--- src/rtl/seg_scan_decoder_if.sv ---
// Display-bus readback interface.
//   i_led        : sampled segment lines {a..g}, bit6=a, bit0=g
//   i_digit_sel  : one-hot digit select, bit k selects digit k
//   o_bcd        : decoded frame, digit k at [4k+3:4k]
//   o_frame_valid: one-cycle pulse when o_bcd updates
//   o_frame_err  : current frame contains an illegal segment pattern
// master drives the display lines and observes the frame; slave is the decoder.
interface seg_scan_decoder_if #(
  parameter int NUM_DIGITS = 6
);
  logic [6:0]              i_led;
  logic [NUM_DIGITS-1:0]   i_digit_sel;
  logic [4*NUM_DIGITS-1:0] o_bcd;
  logic                    o_frame_valid;
  logic                    o_frame_err;

  modport master (output i_led, i_digit_sel, input o_bcd, o_frame_valid, o_frame_err);
  modport slave  (input i_led, i_digit_sel, output o_bcd, o_frame_valid, o_frame_err);
endinterface

--- src/rtl/seg_scan_decoder.sv ---
// seg_scan_decoder: readback monitor for a multiplexed 7-segment display.
// Registers the segment and digit-select lines, waits for each digit to stay
// stable for SETTLE_CYCLES samples, decodes it back to BCD into a per-digit
// shadow slot and publishes all digits atomically once every digit was seen.
// Ports:
//   i_clk     : system clock
//   i_reset_n : asynchronous active-low reset
//   bus       : seg_scan_decoder_if.slave (segment/select in, frame out)

// One shadow slot: last captured nibble of a digit plus its illegal flag.
module seg_scan_slot (
  input  logic       i_clk,
  input  logic       i_reset_n,
  input  logic       i_we,
  input  logic       i_clr_ill,
  input  logic [3:0] i_nib,
  input  logic       i_ill,
  output logic [3:0] o_nib,
  output logic       o_ill
);
  logic [3:0] nib_q, nib_d;
  logic       ill_q, ill_d;

  always_comb begin
    nib_d = nib_q;
    ill_d = i_clr_ill ? 1'b0 : ill_q;
    // a capture in the frame-publish cycle belongs to the next frame
    if (i_we) begin
      nib_d = i_nib;
      ill_d = i_ill;
    end
  end

  always_ff @(posedge i_clk or negedge i_reset_n) begin
    if (!i_reset_n) begin
      nib_q <= 4'hF;
      ill_q <= 1'b0;
    end else begin
      nib_q <= nib_d;
      ill_q <= ill_d;
    end
  end

  assign o_nib = nib_q;
  assign o_ill = ill_q;
endmodule

module seg_scan_decoder #(
  parameter int NUM_DIGITS    = 6,
  parameter int SETTLE_CYCLES = 2
) (
  input  logic            i_clk,
  input  logic            i_reset_n,
  seg_scan_decoder_if.slave bus
);
  typedef enum logic [1:0] {IDLE, SETTLE, HOLD} state_e;

  state_e                  state_q, state_d;
  logic [3:0]              cnt_q, cnt_d;
  logic [6:0]              r_led_q, p_led_q;
  logic [NUM_DIGITS-1:0]   r_sel_q, p_sel_q;
  logic [NUM_DIGITS-1:0]   seen_q, seen_d, seen_base;
  logic                    pend_q, pend_d;
  logic [4*NUM_DIGITS-1:0] bcd_q;
  logic                    valid_q, err_q;

  logic                    sel_ok, sel_same, led_same, cap;
  logic [3:0]              dec_nib;
  logic                    dec_ill;
  logic [NUM_DIGITS-1:0][3:0] slot_nib;
  logic [NUM_DIGITS-1:0]   slot_ill;

  // Input stage plus one-cycle history used for the stability check.
  always_ff @(posedge i_clk or negedge i_reset_n) begin
    if (!i_reset_n) begin
      r_led_q <= '0;
      r_sel_q <= '0;
      p_led_q <= '0;
      p_sel_q <= '0;
    end else begin
      r_led_q <= bus.i_led;
      r_sel_q <= bus.i_digit_sel;
      p_led_q <= r_led_q;
      p_sel_q <= r_sel_q;
    end
  end

  assign sel_ok   = (r_sel_q != '0) && ((r_sel_q & (r_sel_q - 1'b1)) == '0);
  assign sel_same = (r_sel_q == p_sel_q);
  assign led_same = (r_led_q == p_led_q);

  // Segment pattern -> BCD. Blank is legal and maps to F.
  always_comb begin
    dec_ill = 1'b0;
    case (r_led_q)
      7'b1111110: dec_nib = 4'h0;
      7'b0110000: dec_nib = 4'h1;
      7'b1101101: dec_nib = 4'h2;
      7'b1111001: dec_nib = 4'h3;
      7'b0110011: dec_nib = 4'h4;
      7'b1011011: dec_nib = 4'h5;
      7'b1011111: dec_nib = 4'h6;
      7'b1110000: dec_nib = 4'h7;
      7'b1111111: dec_nib = 4'h8;
      7'b1111011: dec_nib = 4'h9;
      7'b0000000: dec_nib = 4'hF;
      default: begin
        dec_nib = 4'hE;
        dec_ill = 1'b1;
      end
    endcase
  end

  always_comb begin
    state_d = state_q;
    cnt_d   = cnt_q;
    cap     = 1'b0;
    case (state_q)
      IDLE: begin
        if (sel_ok) begin
          cnt_d   = 4'd1;
          state_d = SETTLE;
        end else begin
          cnt_d = 4'd0;
        end
      end
      SETTLE: begin
        if (!sel_ok) begin
          cnt_d   = 4'd0;
          state_d = IDLE;
        end else if (sel_same && led_same) begin
          cnt_d = cnt_q + 4'd1;
        end else begin
          cnt_d = 4'd1;
        end
      end
      HOLD: begin
        // segment changes on the same digit are ignored once captured
        if (!sel_ok) begin
          cnt_d   = 4'd0;
          state_d = IDLE;
        end else if (!sel_same) begin
          cnt_d   = 4'd1;
          state_d = SETTLE;
        end
      end
      default: begin
        cnt_d   = 4'd0;
        state_d = IDLE;
      end
    endcase
    // Capture evaluated on the updated count so SETTLE_CYCLES=1 captures on entry.
    if (state_d == SETTLE && cnt_d >= 4'(SETTLE_CYCLES)) begin
      cap     = 1'b1;
      state_d = HOLD;
    end
  end

  always_ff @(posedge i_clk or negedge i_reset_n) begin
    if (!i_reset_n) begin
      state_q <= IDLE;
      cnt_q   <= '0;
    end else begin
      state_q <= state_d;
      cnt_q   <= cnt_d;
    end
  end

  genvar k;
  generate
    for (k = 0; k < NUM_DIGITS; k++) begin : g_slot
      seg_scan_slot u_slot (
        .i_clk     (i_clk),
        .i_reset_n (i_reset_n),
        .i_we      (cap & r_sel_q[k]),
        .i_clr_ill (pend_q),
        .i_nib     (dec_nib),
        .i_ill     (dec_ill),
        .o_nib     (slot_nib[k]),
        .o_ill     (slot_ill[k])
      );
    end
  endgenerate

  // The publish cycle clears the seen mask; a same-cycle capture starts the next frame.
  always_comb begin
    seen_base = pend_q ? '0 : seen_q;
    seen_d    = seen_base | (cap ? r_sel_q : '0);
    pend_d    = cap && (&(seen_base | r_sel_q));
  end

  always_ff @(posedge i_clk or negedge i_reset_n) begin
    if (!i_reset_n) begin
      seen_q  <= '0;
      pend_q  <= 1'b0;
      bcd_q   <= '1;
      valid_q <= 1'b0;
      err_q   <= 1'b0;
    end else begin
      seen_q  <= seen_d;
      pend_q  <= pend_d;
      valid_q <= pend_q;
      if (pend_q) begin
        bcd_q <= slot_nib;
        err_q <= |slot_ill;
      end
    end
  end

  assign bus.o_bcd         = bcd_q;
  assign bus.o_frame_valid = valid_q;
  assign bus.o_frame_err   = err_q;
endmodule

--- src/flat_wrapper.sv ---
// flat-port wrapper written by rule: the top's interface ports become plain ports
module seg_scan_decoder_flat 
#(
  parameter int NUM_DIGITS    = 6,
  parameter int SETTLE_CYCLES = 2
)
  (i_clk, i_reset_n, bus_i_led, bus_i_digit_sel, bus_o_bcd, bus_o_frame_valid, bus_o_frame_err);
  seg_scan_decoder_if #(.NUM_DIGITS(NUM_DIGITS)) bus_i ();
  input  logic i_clk;
  input  logic i_reset_n;
  input wire logic [$bits(bus_i.i_led)-1:0] bus_i_led;
  input wire logic [$bits(bus_i.i_digit_sel)-1:0] bus_i_digit_sel;
  output wire logic [$bits(bus_i.o_bcd)-1:0] bus_o_bcd;
  output wire logic [$bits(bus_i.o_frame_valid)-1:0] bus_o_frame_valid;
  output wire logic [$bits(bus_i.o_frame_err)-1:0] bus_o_frame_err;
  assign bus_i.i_led = bus_i_led;
  assign bus_i.i_digit_sel = bus_i_digit_sel;
  assign bus_o_bcd = bus_i.o_bcd;
  assign bus_o_frame_valid = bus_i.o_frame_valid;
  assign bus_o_frame_err = bus_i.o_frame_err;
  seg_scan_decoder #(.NUM_DIGITS(NUM_DIGITS), .SETTLE_CYCLES(SETTLE_CYCLES)) u_core (.i_clk(i_clk), .i_reset_n(i_reset_n), .bus(bus_i));
endmodule
--- config.mk ---
export PLATFORM = sky130hd
export DESIGN_NAME = seg_scan_decoder_flat
export DESIGN_NICKNAME = d
export VERILOG_FILES = /design/src/rtl/seg_scan_decoder_if.sv /design/src/rtl/seg_scan_decoder.sv /design/src/flat_wrapper.sv
export SDC_FILE = /design/constraint.sdc
export NUM_CORES = 1
export LEC_CHECK = 0
export CORE_MARGIN = 5
export CORE_UTILIZATION = 55
export DETAILED_ROUTE_END_ITERATION = 6
export GPL_TIMING_DRIVEN = 0
export HOLD_SLACK_MARGIN = 0.12
export PLACE_DENSITY = 0.77
export SYNTH_ARGS = -nofsm -noshare
export SYNTH_HDL_FRONTEND = slang
export SYNTH_SLANG_ARGS = --single-unit
--- constraint.sdc ---
create_clock -name i_clk -period 7.7 [get_ports i_clk]
set_input_delay 1.155 -clock i_clk [delete_from_list [all_inputs] [get_ports i_clk]]
set_output_delay 1.155 -clock i_clk [all_outputs]
set_load 0.01 [all_outputs]
-- Yosys cells after proc, flatten, opt, wreduce, memory -nomap -nowiden
Index checks and enable logic that the tools add are counted.
W data, S select, Z words.
- word-level logic and storage cells: 91
- input bits: 15
- bits in registers: 95
- output and inout bits: 26
- equality and inequality tests: 15
- reductions and logical operators: 17
- bitwise operators: 9
- muxes and demuxes: 24
- magnitude comparators: 1
- $add $sub $neg: 2
- operators by type and width (operator ; count):
    $eq A7 B7 Y1 const B ; 8
    $pmux W4 S11 ; 1
    $mux W4 ; 4
    $eq A7 B6 Y1 const B ; 2
    $mux W6 ; 2
    $or A6 B6 Y6 ; 2
    $pmux W4 S3 ; 1
    $reduce_bool A2 Y1 ; 6
    $reduce_or A11 Y1 ; 1
    $mux W1 ; 10
    $mux W2 ; 5
    $eq A7 B7 Y1 ; 1
    $logic_not A7 Y1 ; 1
    $and A1 B1 Y1 ; 6
    $and A6 B6 Y6 ; 1
    $eq A6 B6 Y1 ; 1
    $logic_not A6 Y1 ; 1
    $pmux W2 S3 ; 1
    $reduce_and A6 Y1 ; 1
    $reduce_bool A6 Y1 ; 1
    $reduce_or A6 Y1 ; 1
    $sub A6 B1 Y6 const B ; 1
    $add A4 B1 Y4 const B ; 1
    $eq A2 B1 Y1 const B ; 2
    other kinds (4) ; 7

-- Depth between registers and ports, before layout
- depth after elaboration: 11
- depth in mapped cells: 9
- depth with buffers taken out: 7

-- By module
Synthesis repeated with hierarchy kept, for this count alone.
- cell total of the unflattened synthesis: 299
- area total of the unflattened synthesis: 3996.3 sq um
- modules (own cells, without submodules) (module ; cells an instance ; seq. area each (sq um) ; instances ; area each (sq um)):
    seg_scan_decoder ; 233 ; 1656.6 ; 1 ; 2862.7
    seg_scan_slot ; 11 ; 130.1 ; 6 ; 188.9

-- Least setup slack after synthesis
Ideal clock, no wire load.
- path type: register to register
- start: reg u_core.r_sel_q[5]
- end: reg u_core.g_slot[0].u_slot.ill_q
- stages on the path, launching flop included: 10
- library setup time: 0.081 ns
- period minus slack after synthesis: 2.455 ns
- arrival time: 2.374 ns
- buffers on the path: 2
- setup slack: 5.245 ns
- required time: 7.619 ns
- cell sequence: dfrtp_1 -> buf_4 -> nor4b_2 -> a211oi_1 -> o31a_1 -> or4b_1 -> o311a_4 -> buf_8 -> a21oi_4 -> mux2i_1
- longest elaborated chain between the ends: 11
- elaborated cells on any way between the ends: 25
- classes of those cells: add/sub: 1; order compare: 1; eq/ne: 2; mux: 13; bitwise: 2; reduce/logical: 6
- ends and longest elaborated chain (what ; line ; text):
    start, declared ; seg_scan_decoder.sv:61 ; logic [NUM_DIGITS-1:0] r_sel_q, p_sel_q;
    start signal, assigned ; seg_scan_decoder.sv:82 ; r_sel_q <= bus.i_digit_sel;
    $sub A6 B1 Y6 ; seg_scan_decoder.sv:88 ; assign sel_ok = (r_sel_q != '0) && ((r_sel_q & (r_sel_q - 1'b1)) == '0);
    $and A6 B6 Y6 ; seg_scan_decoder.sv:88 ;
    $logic_not A6 Y1 ; seg_scan_decoder.sv:88 ;
    $logic_and A1 B1 Y1 ; seg_scan_decoder.sv:88 ;
    $mux W4, or another cell as far along ; seg_scan_decoder.sv:139 ; if (!sel_ok) begin
    $pmux W4 S3 or $pmux W2 S3 (tied branches) ; seg_scan_decoder.sv:118 ; case (state_q)
    $ge A4 B2 Y1 or $eq A2 B1 Y1 (tied branches) ; seg_scan_decoder.sv:153 ; if (state_d == SETTLE && cnt_d >= 4'(SETTLE_CYCLES)) begin
    $logic_and A1 B1 Y1 * ; seg_scan_decoder.sv:153 ;
    $mux W1 * ; seg_scan_decoder.sv:153 ;
    $and A1 B1 Y1 * ; seg_scan_decoder.sv:175 ; .i_we (cap & r_sel_q[k]),
    $mux W1 or $reduce_bool A2 Y1 (tied branches) ; - ;
    end signal, assigned ; seg_scan_decoder.sv:40 ; ill_q <= ill_d;
    end, declared ; seg_scan_decoder.sv:22 ; logic ill_q, ill_d;
Mark *: on every way between the ends. The rest lies on a longest branch, timed or not.
A chain may end at the register's enable or synchronous reset.

-- Worst setup path in the final report
- start: reg u_core.r_sel_q[1]
- end: reg u_core.g_slot[3].u_slot.nib_q[2]
- longest elaborated chain between the ends: 10
- elaborated cells on any way between the ends: 23
- classes of those cells: add/sub: 1; order compare: 1; eq/ne: 2; mux: 12; bitwise: 2; reduce/logical: 5
- ends and longest elaborated chain (what ; line ; text):
    $sub A6 B1 Y6 ; seg_scan_decoder.sv:88 ;
    $and A6 B6 Y6 ; seg_scan_decoder.sv:88 ;
    $logic_not A6 Y1 ; seg_scan_decoder.sv:88 ;
    $logic_and A1 B1 Y1 ; seg_scan_decoder.sv:88 ;
    $mux W4, or another cell as far along ; seg_scan_decoder.sv:139 ;
    $pmux W4 S3 or $pmux W2 S3 (tied branches) ; seg_scan_decoder.sv:118 ;
    $ge A4 B2 Y1 or $eq A2 B1 Y1 (tied branches) ; seg_scan_decoder.sv:153 ;
    $logic_and A1 B1 Y1 * ; seg_scan_decoder.sv:153 ;
    $mux W1 * ; seg_scan_decoder.sv:153 ;
    $and A1 B1 Y1 * ; seg_scan_decoder.sv:175 ;
    end signal, assigned ; seg_scan_decoder.sv:39 ; nib_q <= nib_d;
    end, declared ; seg_scan_decoder.sv:21 ; logic [3:0] nib_q, nib_d;
Marked as above.

==> run summary <==
HP Class = reg2reg
CP Class = reg2reg
CP max FO = 10
Reg2reg start = u_core.r_sel_q[1]
Max cap viols = 0
Final core utilization = 66.93%
Hold-fix buffers at CTS = 0
Synth Flop Type = dfstp_2
Max Slew Vio Count = 0
Worst path top cell family by delay = compound AO/OA/AOI/OAI gates
Buffers & Inverters on Critical Path = 1
Min Clock Period, post-route = 3.082 ns
Post-Syn Area = 0.004094 mm2
Worst slack, placed = 4.674 ns
Vias in the first global route = 2,676
Synthesized instance count = 312
Bufs on Longest Clock Path = 2
Diode count = 0
CP Depth = 8
Ys async rst share = 100.0%
Routed vias = 2,637
Hpwl dp = 5459 um
Die area = 0.009269 mm2
Design area = 0.004855 mm2
Placed cell count = 452
Hold path start = u_core.r_sel_q[0]
DRT met1 WL = 3478 um
Worst path arrival time = 3.34 ns
Grt ovf = 0
Initial DRT Pass Iterations = 4
Fin Setup TNS = 0 ns
CP Launch Type = flip-flop
Clk_skew = 0.009604 ns
Final Worst Setup Slack = 4.618 ns
R2r endpoint = u_core.g_slot[3].u_slot.o_nib[2]
Initial Utilization = 56.44%
Hold Crit Endpoint = u_core.p_sel_q[0]
Sequential share of the synthesized area = 59.54%
Yosys warns = 0
WHS Path Cells = 0
Nets = 380
Share of cells above drive strength 1 = 31.17%
FMAX = 0.3245 GHz
Routability cong. = 0.8159
I/O Buffers = 40
Synth top area share = 30.81%
Placed instance area = 0.004643 mm2
Synth area leaders = dfstp_2 31%, dfrtp_1 29%, mux2_2 6.6%
Final Setup Violations = 0
IO Pins = 41
Synth unique cells = 51
CP max stage delay = 0.67 ns
Die W = 96.28 um
Initial antenna violation count = 0
Leak = 1.919 nW
Sink Count = 95
Rows = 31
Crit path max-delay cell type = a211oi_2
TritonCTS Buffers = 9
CP required = 7.96 ns
Post-Route WL = 7920 um
Max IR drop VDD = 0.0001281 V
R2R depth = 8
Pwr/cell area = 183.9 mW/mm2
# H-tree levels = 3
Number of synthesized flops with an enable pin = 0
CTS tree = done
Post-route DRC = 0
Flops & latches, synth = 95
DR top layer = met4
Vias/cell = 5.635
R2R Setup Slk = 4.62 ns
Area leader, netlist = dfstp_2
Worst-path clk slew = 0.09 ns
Finished Layout Cells = 468
Post-CTS Setup Repair Bufs = 0
Status = completed
Final Hold Vio Count = 0
Syn Area/Cell = 13.12 um2
P&R area growth vs syn = 18.58%
Post-Syn Nets = 328
CTS resizes = 0
Critical Path Sink Type = flip-flop
First-pass GRT wire length = 13,140 um
Relative slew slack = 49.55%
Tcrit/Tclk final = 40.03%
First DRT Iteration DRCs = 111
Largest net degree at the start of global routing = 63
Cell-by-cell trace of the critical path = buf_2 > xnor2_1 > nand4_2 > nor4_4 > nand3b_1 > o311a_4 > a211oi_2 > a2bb2oi_1
Post-route ant nets = 0
Worst Tran Pin Value = 0.7554 ns
RSZ-0062 raised after global routing = false
Clk Tree Root Cell = clkbuf_8
Core Region = 0.007253 mm2
WL per Instance = 16.92 um
Metal3 WL = 267 um
Die Ht = 96.28 um
Routed met2 length = 4071 um
Worst-Skew Late Latency = 0.36 ns
Total track usage = 18.71%
==> Yosys cell counts (4+ instances only) <==
master / n
nand2b_1: 8
dfstp_2: 48
a21oi_1: 4
o2bb2ai_1: 6
a211oi_1: 4
or2_1: 5
mux2_2: 24
and3_1: 4
a21oi_4: 6
xnor2_1: 15
o21ai_0: 4
buf_2: 4
mux2i_1: 6
nand2_1: 16
nand3_1: 8
clkbuf_1: 10
nor2_1: 7
inv_1: 8
a2bb2oi_1: 18
dfrtp_1: 47
nor2b_1: 10
==> layer usage <==
layer / vias up / track usage, %
met2: 56 / 30.82
li1: 1217 / -
met4: 0 / 7.464
met1: 1352 / 24.97
met5: - / 0
met3: 12 / 2.580
==> cell type report <==
type,instances,area (um2)
flip-flops and latches,95,2437
fillers,555,2399
multi-input cells,190,1528
repair buffers,41,425.4
clock buffers,12,177.7
well taps,99,123.9
plain buffers,19,98.84
clock inverters,4,33.78
inverters,8,30.03
==> where the power goes <==
group,total [mW],internal [mW],switching [mW]
sequential,0.512,0.507,0.00501
combinational,0.0510,0.0201,0.0309
clock,0.330,0.160,0.170
total,0.893,0.687,0.206
==> cell families (layout without fill, tap and decap cells) <==
| family | after synthesis | after routing | share of synthesized area (%) |
|---|---|---|---|
| AOI/OAI and AO/OA | 60 | 60 | 12.90 |
| muxes | 30 | 30 | 8.069 |
| xor gates and xnor gates | 16 | 16 | 3.423 |
| DFF | 95 | 95 | 59.54 |
| and+or+nand+nor | 83 | 83 | 12.62 |
| adders and majority gates | 1 | 1 | 0.3056 |
| buffers and inverters | 27 | 84 | 3.148 |
==> state kept, by name, indices dropped and copies added, names as in the netlist <==
name                        count
u_core.r_sel_q                  6
u_core.state_q                  2
u_core.bus.o_bcd               24
u_core.r_led_q                  7
u_core.bus.o_frame_valid        1
u_core.p_led_q                  7
u_core.pend_q                   1
u_core.g_slot.u_slot.o_ill      6
u_core.bus.o_frame_err          1
u_core.cnt_q                    4
u_core.g_slot.u_slot.o_nib     24
u_core.p_sel_q                  6
u_core.seen_q                   6
==> cell usage in the layout, fill, tap and decap left out, drive strengths merged, types with 7 or more instances in the layout <==
master         count
dfstp             48
a2bb2oi           18
inv               10
nand3              8
buf               11
xnor2             15
nor2               7
a21oi             13
nand2b             8
mux2              24
clkdlybuf4s50     39
nor2b             10
nand2             16
dfrtp             47
clkbuf            22
==> worst max-delay path by stage <==
stage / startpoint / to / slack [ns]
after global routing: u_core.r_sel_q[3] / u_core.g_slot[3].u_slot.o_nib[0] / 4.49
final: u_core.r_sel_q[1] / u_core.g_slot[3].u_slot.o_nib[2] / 4.62
after global placement: i_reset_n / u_core.g_slot[3].u_slot.o_ill / 2.20
after detailed placement: u_core.r_sel_q[3] / u_core.g_slot[3].u_slot.o_nib[2] / 4.67
after floorplan: u_core.r_sel_q[5] / u_core.g_slot[0].u_slot.o_ill / 5.25
after CTS: u_core.r_sel_q[1] / u_core.g_slot[3].u_slot.o_nib[2] / 4.61
==> metrics by stage <==
| stage | hold slack [ns] | power (mW) |
|---|---|---|
| after global placement | 0.3539 | 0.5686 |
| after global routing | 0.3920 | 0.9282 |
| after detailed placement | 0.3583 | 0.5722 |
| final | 0.3788 | 0.8929 |
| after CTS | 0.3771 | 0.9036 |
| after floorplan | 0.3487 | 0.5467 |
No activity file was read; power rests on OpenSTA's default activity.
